$ cat src/rtl/mem_load_tracker_pkg.sv
// Shared types and sizing for the LSQ-to-memory load tracker.
package mem_load_tracker_pkg;

    localparam int unsigned XLEN        = 32;
    localparam int unsigned PREG_W      = 6;
    localparam int unsigned NUM_ENTRIES = 4;
    localparam int unsigned TAG_W       = 4;
    localparam int unsigned IDX_W       = $clog2(NUM_ENTRIES);

    typedef enum logic [1:0] {
        BYTE   = 2'd0,
        HALF   = 2'd1,
        WORD   = 2'd2,
        DOUBLE = 2'd3
    } mem_size_e;

    typedef enum logic [1:0] {
        NONE  = 2'd0,
        LOAD  = 2'd1,
        STORE = 2'd2
    } bus_command_e;

    typedef struct packed {
        logic              valid;
        logic              squashed;
        logic [TAG_W-1:0]  tag;
        logic [PREG_W-1:0] dest;
        logic [2:0]        offset;
        mem_size_e         size;
        logic              is_unsigned;
    } load_slot_t;

endpackage

$ cat src/rtl/mem_load_tracker_align.sv
// Picks the addressed bytes out of a 64-bit bus word and extends them to XLEN.
module load_data_align
    import mem_load_tracker_pkg::*;
(
    input  logic [63:0]     data,
    input  logic [2:0]      offset,
    input  mem_size_e       size,
    input  logic            is_unsigned,
    output logic [XLEN-1:0] result
);

    logic [63:0] shifted;

    assign shifted = data >> {offset, 3'b000};

    always_comb begin
        result = shifted[XLEN-1:0];
        case (size)
            BYTE:    result = {{(XLEN-8){~is_unsigned & shifted[7]}}, shifted[7:0]};
            HALF:    result = {{(XLEN-16){~is_unsigned & shifted[15]}}, shifted[15:0]};
            default: result = shifted[XLEN-1:0];
        endcase
    end

endmodule

$ cat src/rtl/mem_load_tracker.sv
// Forwards LSQ requests to the memory bus and tracks outstanding loads by tag,
// producing extended load completions as tagged data returns.
module mem_load_tracker
    import mem_load_tracker_pkg::*;
(
    input  logic              clk,
    input  logic              reset,
    input  logic              req_valid_i,
    input  logic              req_is_store_i,
    input  logic [XLEN-1:0]   req_addr_i,
    input  logic [1:0]        req_size_i,
    input  logic              req_unsigned_i,
    input  logic [XLEN-1:0]   req_wdata_i,
    input  logic [PREG_W-1:0] req_dest_reg_i,
    output logic              req_ready_o,
    input  logic              flush_i,
    output logic [1:0]        mem_command_o,
    output logic [XLEN-1:0]   mem_address_o,
    output logic [2:0]        mem_size_o,
    output logic [63:0]       mem_wdata_o,
    input  logic [TAG_W-1:0]  mem_response_i,
    input  logic [TAG_W-1:0]  mem_tag_i,
    input  logic [63:0]       mem_data_i,
    output logic              done_o,
    output logic [PREG_W-1:0] dest_reg_o,
    output logic [XLEN-1:0]   result_o,
    output logic              full_o
);

    load_slot_t       slots      [NUM_ENTRIES];
    load_slot_t       slots_next [NUM_ENTRIES];
    bus_command_e     cmd;
    logic             full;
    logic             alloc;
    logic             hit;
    logic [IDX_W-1:0] hit_idx;
    logic [IDX_W-1:0] free_idx;
    logic             complete;
    logic [XLEN-1:0]  aligned;

    // Occupancy, lowest free slot and tag match, all from pre-edge state
    always_comb begin
        full     = 1'b1;
        free_idx = '0;
        hit      = 1'b0;
        hit_idx  = '0;
        for (int i = NUM_ENTRIES - 1; i >= 0; i--) begin
            full = full & slots[i].valid;
            if (!slots[i].valid) begin
                free_idx = IDX_W'(i);
            end
            if (slots[i].valid && (mem_tag_i != '0) && (slots[i].tag == mem_tag_i)) begin
                hit     = 1'b1;
                hit_idx = IDX_W'(i);
            end
        end
    end

    assign full_o = full;

    // Bus issue is purely combinational; the LSQ holds the request until ready
    always_comb begin
        cmd           = NONE;
        mem_address_o = '0;
        mem_size_o    = 3'd0;
        mem_wdata_o   = '0;
        if (reset && req_valid_i && !flush_i) begin
            if (req_is_store_i) begin
                cmd           = STORE;
                mem_address_o = req_addr_i;
                mem_size_o    = 3'(req_size_i);
                mem_wdata_o   = 64'(req_wdata_i);
            end else if (!full) begin
                cmd           = LOAD;
                mem_address_o = {req_addr_i[XLEN-1:3], 3'b000};
                mem_size_o    = 3'(DOUBLE);
            end
        end
    end

    assign mem_command_o = cmd;
    assign req_ready_o   = (cmd != NONE) && (mem_response_i != '0);
    assign alloc         = req_ready_o && (cmd == LOAD);
    assign complete      = hit && !slots[hit_idx].squashed && !flush_i;

    // Allocation never targets the matched slot since that slot is still valid pre-edge
    always_comb begin
        for (int i = 0; i < NUM_ENTRIES; i++) begin
            slots_next[i] = slots[i];
            if (flush_i && slots[i].valid) begin
                slots_next[i].squashed = 1'b1;
            end
            if (hit && (hit_idx == IDX_W'(i))) begin
                slots_next[i].valid = 1'b0;
            end
            if (alloc && (free_idx == IDX_W'(i))) begin
                slots_next[i].valid       = 1'b1;
                slots_next[i].squashed    = 1'b0;
                slots_next[i].tag         = mem_response_i;
                slots_next[i].dest        = req_dest_reg_i;
                slots_next[i].offset      = req_addr_i[2:0];
                slots_next[i].size        = mem_size_e'(req_size_i);
                slots_next[i].is_unsigned = req_unsigned_i;
            end
        end
    end

    load_data_align u_align (
        .data        (mem_data_i),
        .offset      (slots[hit_idx].offset),
        .size        (slots[hit_idx].size),
        .is_unsigned (slots[hit_idx].is_unsigned),
        .result      (aligned)
    );

    always_ff @(posedge clk or negedge reset) begin
        if (!reset) begin
            for (int i = 0; i < NUM_ENTRIES; i++) begin
                slots[i] <= '0;
            end
            done_o     <= 1'b0;
            dest_reg_o <= '0;
            result_o   <= '0;
        end else begin
            slots  <= slots_next;
            done_o <= complete;
            if (complete) begin
                dest_reg_o <= slots[hit_idx].dest;
                result_o   <= aligned;
            end
        end
    end

endmodule
$ cat config.mk
export PLATFORM = sky130hd
export DESIGN_NAME = mem_load_tracker
export DESIGN_NICKNAME = d
export VERILOG_FILES = /design/src/rtl/mem_load_tracker_pkg.sv /design/src/rtl/mem_load_tracker_align.sv /design/src/rtl/mem_load_tracker.sv
export SDC_FILE = /design/constraint.sdc
export NUM_CORES = 1
export LEC_CHECK = 0
export BUFFER_PORTS_ARGS = -buffer_cell sky130_fd_sc_hd__buf_4
export CORE_ASPECT_RATIO = 0.5
export CORE_UTILIZATION = 45
export CTS_CLUSTER_DIAMETER = 50
export DETAILED_ROUTE_END_ITERATION = 8
export GPL_ROUTABILITY_DRIVEN = 0
export GPL_TIMING_DRIVEN = 0
export PLACE_DENSITY = 0.78
export SLEW_MARGIN = 40
export SYNTH_ARGS = -nofsm -noshare
export SYNTH_HDL_FRONTEND = slang
export SYNTH_HIERARCHICAL = 1
export SYNTH_SLANG_ARGS = --single-unit
$ cat constraint.sdc
create_clock -name clk -period 3.4 [get_ports clk]
set_clock_uncertainty 0.05 [all_clocks]
set_input_delay 0.34 -clock clk [delete_from_list [all_inputs] [get_ports clk]]
set_output_delay 0.34 -clock clk [all_outputs]
set_load 0.01 [all_outputs]
# [Word level (Yosys, flattened, before mapping)]
# Index checks and enable logic that the tools add are counted.
[op_classes] magnitude_cmp=1 eq_ne=12 n_shift=1 mux=39 bitwise=7 n_reduce_logical=42
[op_table] op="two-way mux 32 bit" count=5
[op_table] op="two-way mux 18 bit" count=4
[op_table] op="one-hot mux 32 bit (2 select lines)" count=1
[op_table] op="right shift 64 x 6 -> 32 bit" count=1
[op_table] op="binary-select mux 18 bit (select 2 bit)" count=1
[op_table] op="two-way mux 17 bit" count=2
[op_table] op="logical AND 1 bit" count=26
[op_table] op="two-way mux 2 bit" count=13
[op_table] op="nonzero test 2 bit" count=9
[op_table] op="equality test 4 bit" count=4
[op_table] op="two-way mux 1 bit" count=13
[op_table] op="equality test 2 x 1 -> 1 bit, second input constant" count=4
[op_table] op="equality test 2 bit, second input constant" count=4
[op_table] op="nonzero test 4 bit" count=2
[op_table] op="logical NOT 2 bit" count=3
[op_table] op="bitwise AND 1 bit" count=5
[op_table] op=">= comparator 3 bit, second input constant" count=1
[op_table] op="NOT 2 -> 3 bit" count=1
[op_table] op="logical NOT 1 bit" count=2
[op_table] op="NOT 1 bit" count=1
[totals] register_bits=111 inputBits=150 output_inout_bits=142

# [Logic depth before layout (Yosys ltp)]
[logic_depth] ltp_word=14 ltp_mapped=19 mapped_depth_nobuf=11

# [Modules after synthesis]
# Netlist, hierarchy kept.
[modules_own_cells] module="mem_load_tracker" instances=1 cells_per_inst=480 area_per_inst_um2=5565.3
[modules_own_cells] module="load_data_align" instances=1 cells_per_inst=193 area_per_inst_um2=1759.2

# [Worst setup path before layout]
# OpenSTA, ideal clock, no wires.
[synth_path] path_kind="input-to-reg" start="input mem_tag_i[0]" end="register result_o[28]" setup_ns=0.127 arrival_time_ns=3.607 required_time_ns=3.223 slack_ns=-0.385 cell_stages=18 path_buffers=7 cell_sequence="buf_4 -> or4_1 -> nand4_1 -> or2_2 -> buf_2 -> and2_1 -> clkbuf_1 -> a221oi_1 -> o31ai_1 -> buf_6 -> buf_4 -> buf_2 -> buf_2 -> mux2i_1 -> o21ai_0 -> o211ai_1 -> nand3_2 -> mux2_1"
[synth_via] elab_chain_len=14
[synth_lines] element="start: declaration" line_no="mem_load_tracker.sv:22" rtl="input logic [TAG_W-1:0] mem_tag_i,"
[synth_lines] element="nonzero test 4 bit" line_no="mem_load_tracker.sv:52" rtl="if (slots[i].valid && (mem_tag_i != '0) && (slots[i].tag == mem_tag_i)) begin"
[synth_lines] element="logical AND 1 bit (2 in a row)" line_no="mem_load_tracker.sv:52"
[synth_lines] element="two-way mux 2 bit (3 in a row)" line_no="mem_load_tracker.sv:52"
[synth_lines] element="two-way mux 2 bit *" line_no="mem_load_tracker.sv:52"
[synth_lines] element="NOT 2 -> 3 bit (implied by the code) *" line_no="mem_load_tracker.sv:110, mem_load_tracker.sv:111, mem_load_tracker.sv:112"
[synth_lines] element="binary-select mux 18 bit (select 2 bit) *" line_no="mem_load_tracker.sv:110, mem_load_tracker.sv:111, mem_load_tracker.sv:112"
[synth_lines] element="two-way mux 17 bit * (2 in a row)"
[synth_lines] element="right shift 64 x 6 -> 32 bit / NOT 1 bit (equally long branches)" line_no="mem_load_tracker_align.sv:14, mem_load_tracker_align.sv:19, mem_load_tracker_align.sv:20"
[synth_lines] element="bitwise AND 1 bit (on tied branches)" line_no="mem_load_tracker_align.sv:20, mem_load_tracker_align.sv:19"
[synth_lines] element="one-hot mux 32 bit (2 select lines) *" line_no="mem_load_tracker_align.sv:18" rtl="case (size)"
[synth_lines] element="named net aligned[28]" line_no="mem_load_tracker.sv:39" rtl="logic [XLEN-1:0] aligned;"
[synth_lines] element="end signal: assignment" line_no="mem_load_tracker.sv:129" rtl="result_o <= aligned;"
[synth_lines] element="end: declaration" line_no="mem_load_tracker.sv:26" rtl="output logic [XLEN-1:0] result_o,"
# Mark *: on every way through the listed nets, which the timed path passes. The rest lies on a longest branch. The select of a mux whose other input is x is not followed.
# A chain may end at the register's enable or synchronous reset.

# [Worst setup path in the final report]
[layout_path] start="input mem_tag_i[3]" end="register result_o[8]"
[layout_via] elab_chain_len=14
[layout_lines] element="nonzero test 4 bit" line_no="mem_load_tracker.sv:52"
[layout_lines] element="logical AND 1 bit (2 in a row)" line_no="mem_load_tracker.sv:52"
[layout_lines] element="two-way mux 2 bit (3 in a row)" line_no="mem_load_tracker.sv:52"
[layout_lines] element="two-way mux 2 bit *" line_no="mem_load_tracker.sv:52"
[layout_lines] element="NOT 2 -> 3 bit (implied by the code) *" line_no="mem_load_tracker.sv:110, mem_load_tracker.sv:111, mem_load_tracker.sv:112"
[layout_lines] element="binary-select mux 18 bit (select 2 bit) *" line_no="mem_load_tracker.sv:110, mem_load_tracker.sv:111, mem_load_tracker.sv:112"
[layout_lines] element="two-way mux 17 bit * (2 in a row)"
[layout_lines] element="right shift 64 x 6 -> 32 bit / NOT 1 bit (equally long branches)" line_no="mem_load_tracker_align.sv:14, mem_load_tracker_align.sv:19"
[layout_lines] element="bitwise AND 1 bit" line_no="mem_load_tracker_align.sv:19" rtl="BYTE: result = {{(XLEN-8){~is_unsigned & shifted[7]}}, shifted[7:0]};"
[layout_lines] element="one-hot mux 32 bit (2 select lines) *" line_no="mem_load_tracker_align.sv:18"
[layout_lines] element="named net aligned[8]" line_no="mem_load_tracker.sv:39"
# Marks and branches as above.

==> flow_metrics.tcl <==
set metrics [dict create \
    status "finished clean" \
    wl_um 25000 \
    syn_area_um2 7320 \
    internal_power_uw 5220 \
    drtPass1Iterations 5 \
    antenna_left 0 \
    fillCellCount 1133 \
    antenna_found_initial 0 \
    clk_latency_ns 0.36 \
    gr-total-overflow 0 \
    clkTransAtPathRegs_ns 0.07 \
    hold_viol 0 \
    cts-root-buf "clkbuf_16" \
    leakagePower_uw 0.00554 \
    ys.flop_type "dfrtp_1" \
    regToRegStartpoint "slots[30]$_DFFE_PN0P_" \
    holdCritPathClass "primary input to async pin" \
    ys.warnings.count 6 \
    pwr-share-comb_pct 60.8 \
    yosys_register_bits 111 \
    cp_slowest_stage_delay_ns 0.57 \
    synth-edff-count 0 \
    worst-path-stages 15 \
    cp.required_ns 3.65 \
    slew_headroom_pct 45.2 \
    synth_area_leaders "dfrtp_1 38%, mux2_2 14%, mux4_2 7.1%" \
    num_antenna_cells 0 \
    fin_crit_sh_pct 99.9 \
    swShare_pct 38.3 \
    drc_errors 0 \
    reg2regPathDepth 15 \
    crit_path_max_fanout 8 \
    ys_types 50 \
    vdd_ir_drop_max_mv 0.432 \
    dp_hpwl_um 17200 \
    power_density_nw_per_um2 771 \
    syn_avg_cell_area_um2 10.9 \
    yosysMostFrequentCell "dfrtp_1" \
    die_h_um 92.2 \
    setup_viol_count_final 0 \
    routedWlPerCell_um 20.1 \
    multiInputGateArea_um2 4330 \
    p_seq_share_pct 26.0 \
    grt_usage_pct 29.4 \
    via_count 6865 \
    grt_start_max_net_pins 113 \
    cp_num_buf_inv 5 \
    synth_top_cells_by_count "111 x dfrtp_1, 94 x mux2_2, 66 x and2_1" \
    timing.fmax_mhz 294 \
    synth-seq-area-share_pct 37.9 \
    clkSinkCount 111 \
    io_pins 292 \
    synth_top_area_share_pct 37.9 \
    cap_violations 0 \
    final_util_pct 70.1 \
    p_switching_uw 3240 \
    crit_start "mem_tag_i[3]" \
    final_nets 1169 \
    die_area_um2 16800 \
    async_flop_share_pct 100 \
    yosys.area.top_type "dfrtp_1" \
    cts_max_level 3 \
    finalMaxSlewViolations 0 \
    fin_tns_setup_ns 0 \
    row_count 32 \
    cts_tree "done" \
    critical_path.top_delay_family "simple AND/OR/NAND/NOR gates" \
    routed_via_density 5.51 \
    drt-initial-drc-count 579 \
    crit_chain "buf_2 -> or4_4 -> nand4_1 -> buf_4 -> nor2_4 -> buf_6 -> a221oi_4 -> o31ai_2 -> buf_6 -> mux2i_2 -> mux4_2 -> or4_4 -> buf_8 -> o21ai_2 -> mux2_4" \
    place_inst 1180 \
    synth_cells 673 \
    fin_area_um2 11000 \
    clockBufferDepth 2 \
    syn_to_final_growth_pct 49.9 \
    design.core.area_um2 15700 \
    path_class "primary input to flop" \
    placed_area_um2 9740 \
    worst_pin_slew_ns 0.815 \
    critPathSlowestCell "or4_4" \
    port_buffers 254 \
    endpoint_kind "flop" \
    pwr-share-clk_pct 13.2 \
    cp-start-kind "primary input" \
    die_w_um 182 \
    grt_pass1_vias 6776 \
    rsz0062_at_grt "yes" \
    register_area_um2 2780 \
    final_layout_size_suffix_gt1_share_pct 54.9 \
    numCtsBuffers 9 \
    instances_no_fill 1245 \
    grt_pass1_wl_um 37900 \
    worstPathArrival_ns 3.64 \
    min_period_ns 3.40 \
    initial_utilization_pct 46.8 \
]
==> sequential cells by signal (all words and copies together), names as in the netlist <==
name and count:
dest_reg_o 6, done_o 1, result_o 32, slots 72
==> tightest hold or removal path, delay by kind of cell <==
family,cells,cell delay [ns]
buffers and inverters,3,0.42
==> power by group through the flow <==
stage	Combinational (uW)	Clock (uW)	Sequential, uW
after global placement	3990	0	2150
after detailed placement	4060	0	2180
after CTS	4620	1130	2180
after floorplan	2750	0	2200
final	5140	1120	2200
after global routing	5440	1190	2250
==> metrics by stage <==
step	setup slack [ns]	power [uW]	hold WS, ns
after floorplan	-0.202	4950	-0.00559
after global routing	-0.119	8880	0.0220
after global placement	-0.849	6130	0.431
final	0.00284	8460	0.0113
after CTS	-0.0301	7930	0.0291
after detailed placement	-0.923	6240	0.403
==> per-layer routing <==
metal  GRT usage [%]  vias to the layer above  part of all wire, %  routed length, um
li1                -                     3052                    -                  -
met1            38.7                     3414                   41              10400
met2            48.9                      344                   49              12200
met3            5.68                       55                  7.6               1900
met4            9.52                        0                  2.4                591
met5               0                        -                    0                  0
==> worst paths after layout <==
path                                       endpoint  slack [ns]
setup / recovery            result_o[8]$_DFFE_PN0P_       0.003
hold / removal                slots[41]$_DFFE_PN0P_        0.01
setup reg to reg            result_o[8]$_DFFE_PN0P_        0.01
hold reg to reg            result_o[28]$_DFFE_PN0P_        0.46
max in group asynchronous   result_o[6]$_DFFE_PN0P_        2.53
min in group clk              slots[24]$_DFFE_PN0P_        0.17
==> kinds of logic (layout without fill, tap and decap cells) <==
logic type,count (synthesis),after routing,synth area share (%)
AO/OA/AOI/OAI,98,98,9.48
XOR/XNOR,13,13,1.55
buffers and inverters,106,425,8.52
flip-flops,111,111,37.9
multiplexers,170,170,28.8
other,1,33,0.0512
AND/OR/NAND/NOR,174,174,13.6
==> cell type report <==
| class | instances | area share, % |
|---|---|---|
| sequential | 111 | 25.3 |
| inverter | 18 | 0.615 |
| clock buffer | 10 | 2.18 |
| multi-input combinational | 488 | 39.5 |
| clock inverter | 6 | 0.672 |
| timing repair buffer | 309 | 22.8 |
| tap | 221 | 2.52 |
| buffer | 82 | 6.42 |
==> placed cells by master, fill, tap and decap left out, types with 17 or more instances in the layout <==
cell / n
buf_4: 333
mux4_2: 23
and2_1: 64
o21ai_0: 17
mux2_4: 21
inv_1: 18
conb_1: 33
mux2i_1: 48
nand2_1: 18
mux2_2: 75
dfrtp_1: 111
nor2_1: 24
==> timing repair <==
item,4_1_cts,5_1_grt
endpoints found under the setup margin,32,31
hold endpoints to repair,0,33
buffers inserted,32,12
gates cloned,2,3
hold buffers,0,5
resized for setup,78,41
pin swaps,16,21
Power figures use the tool's default switching activity.
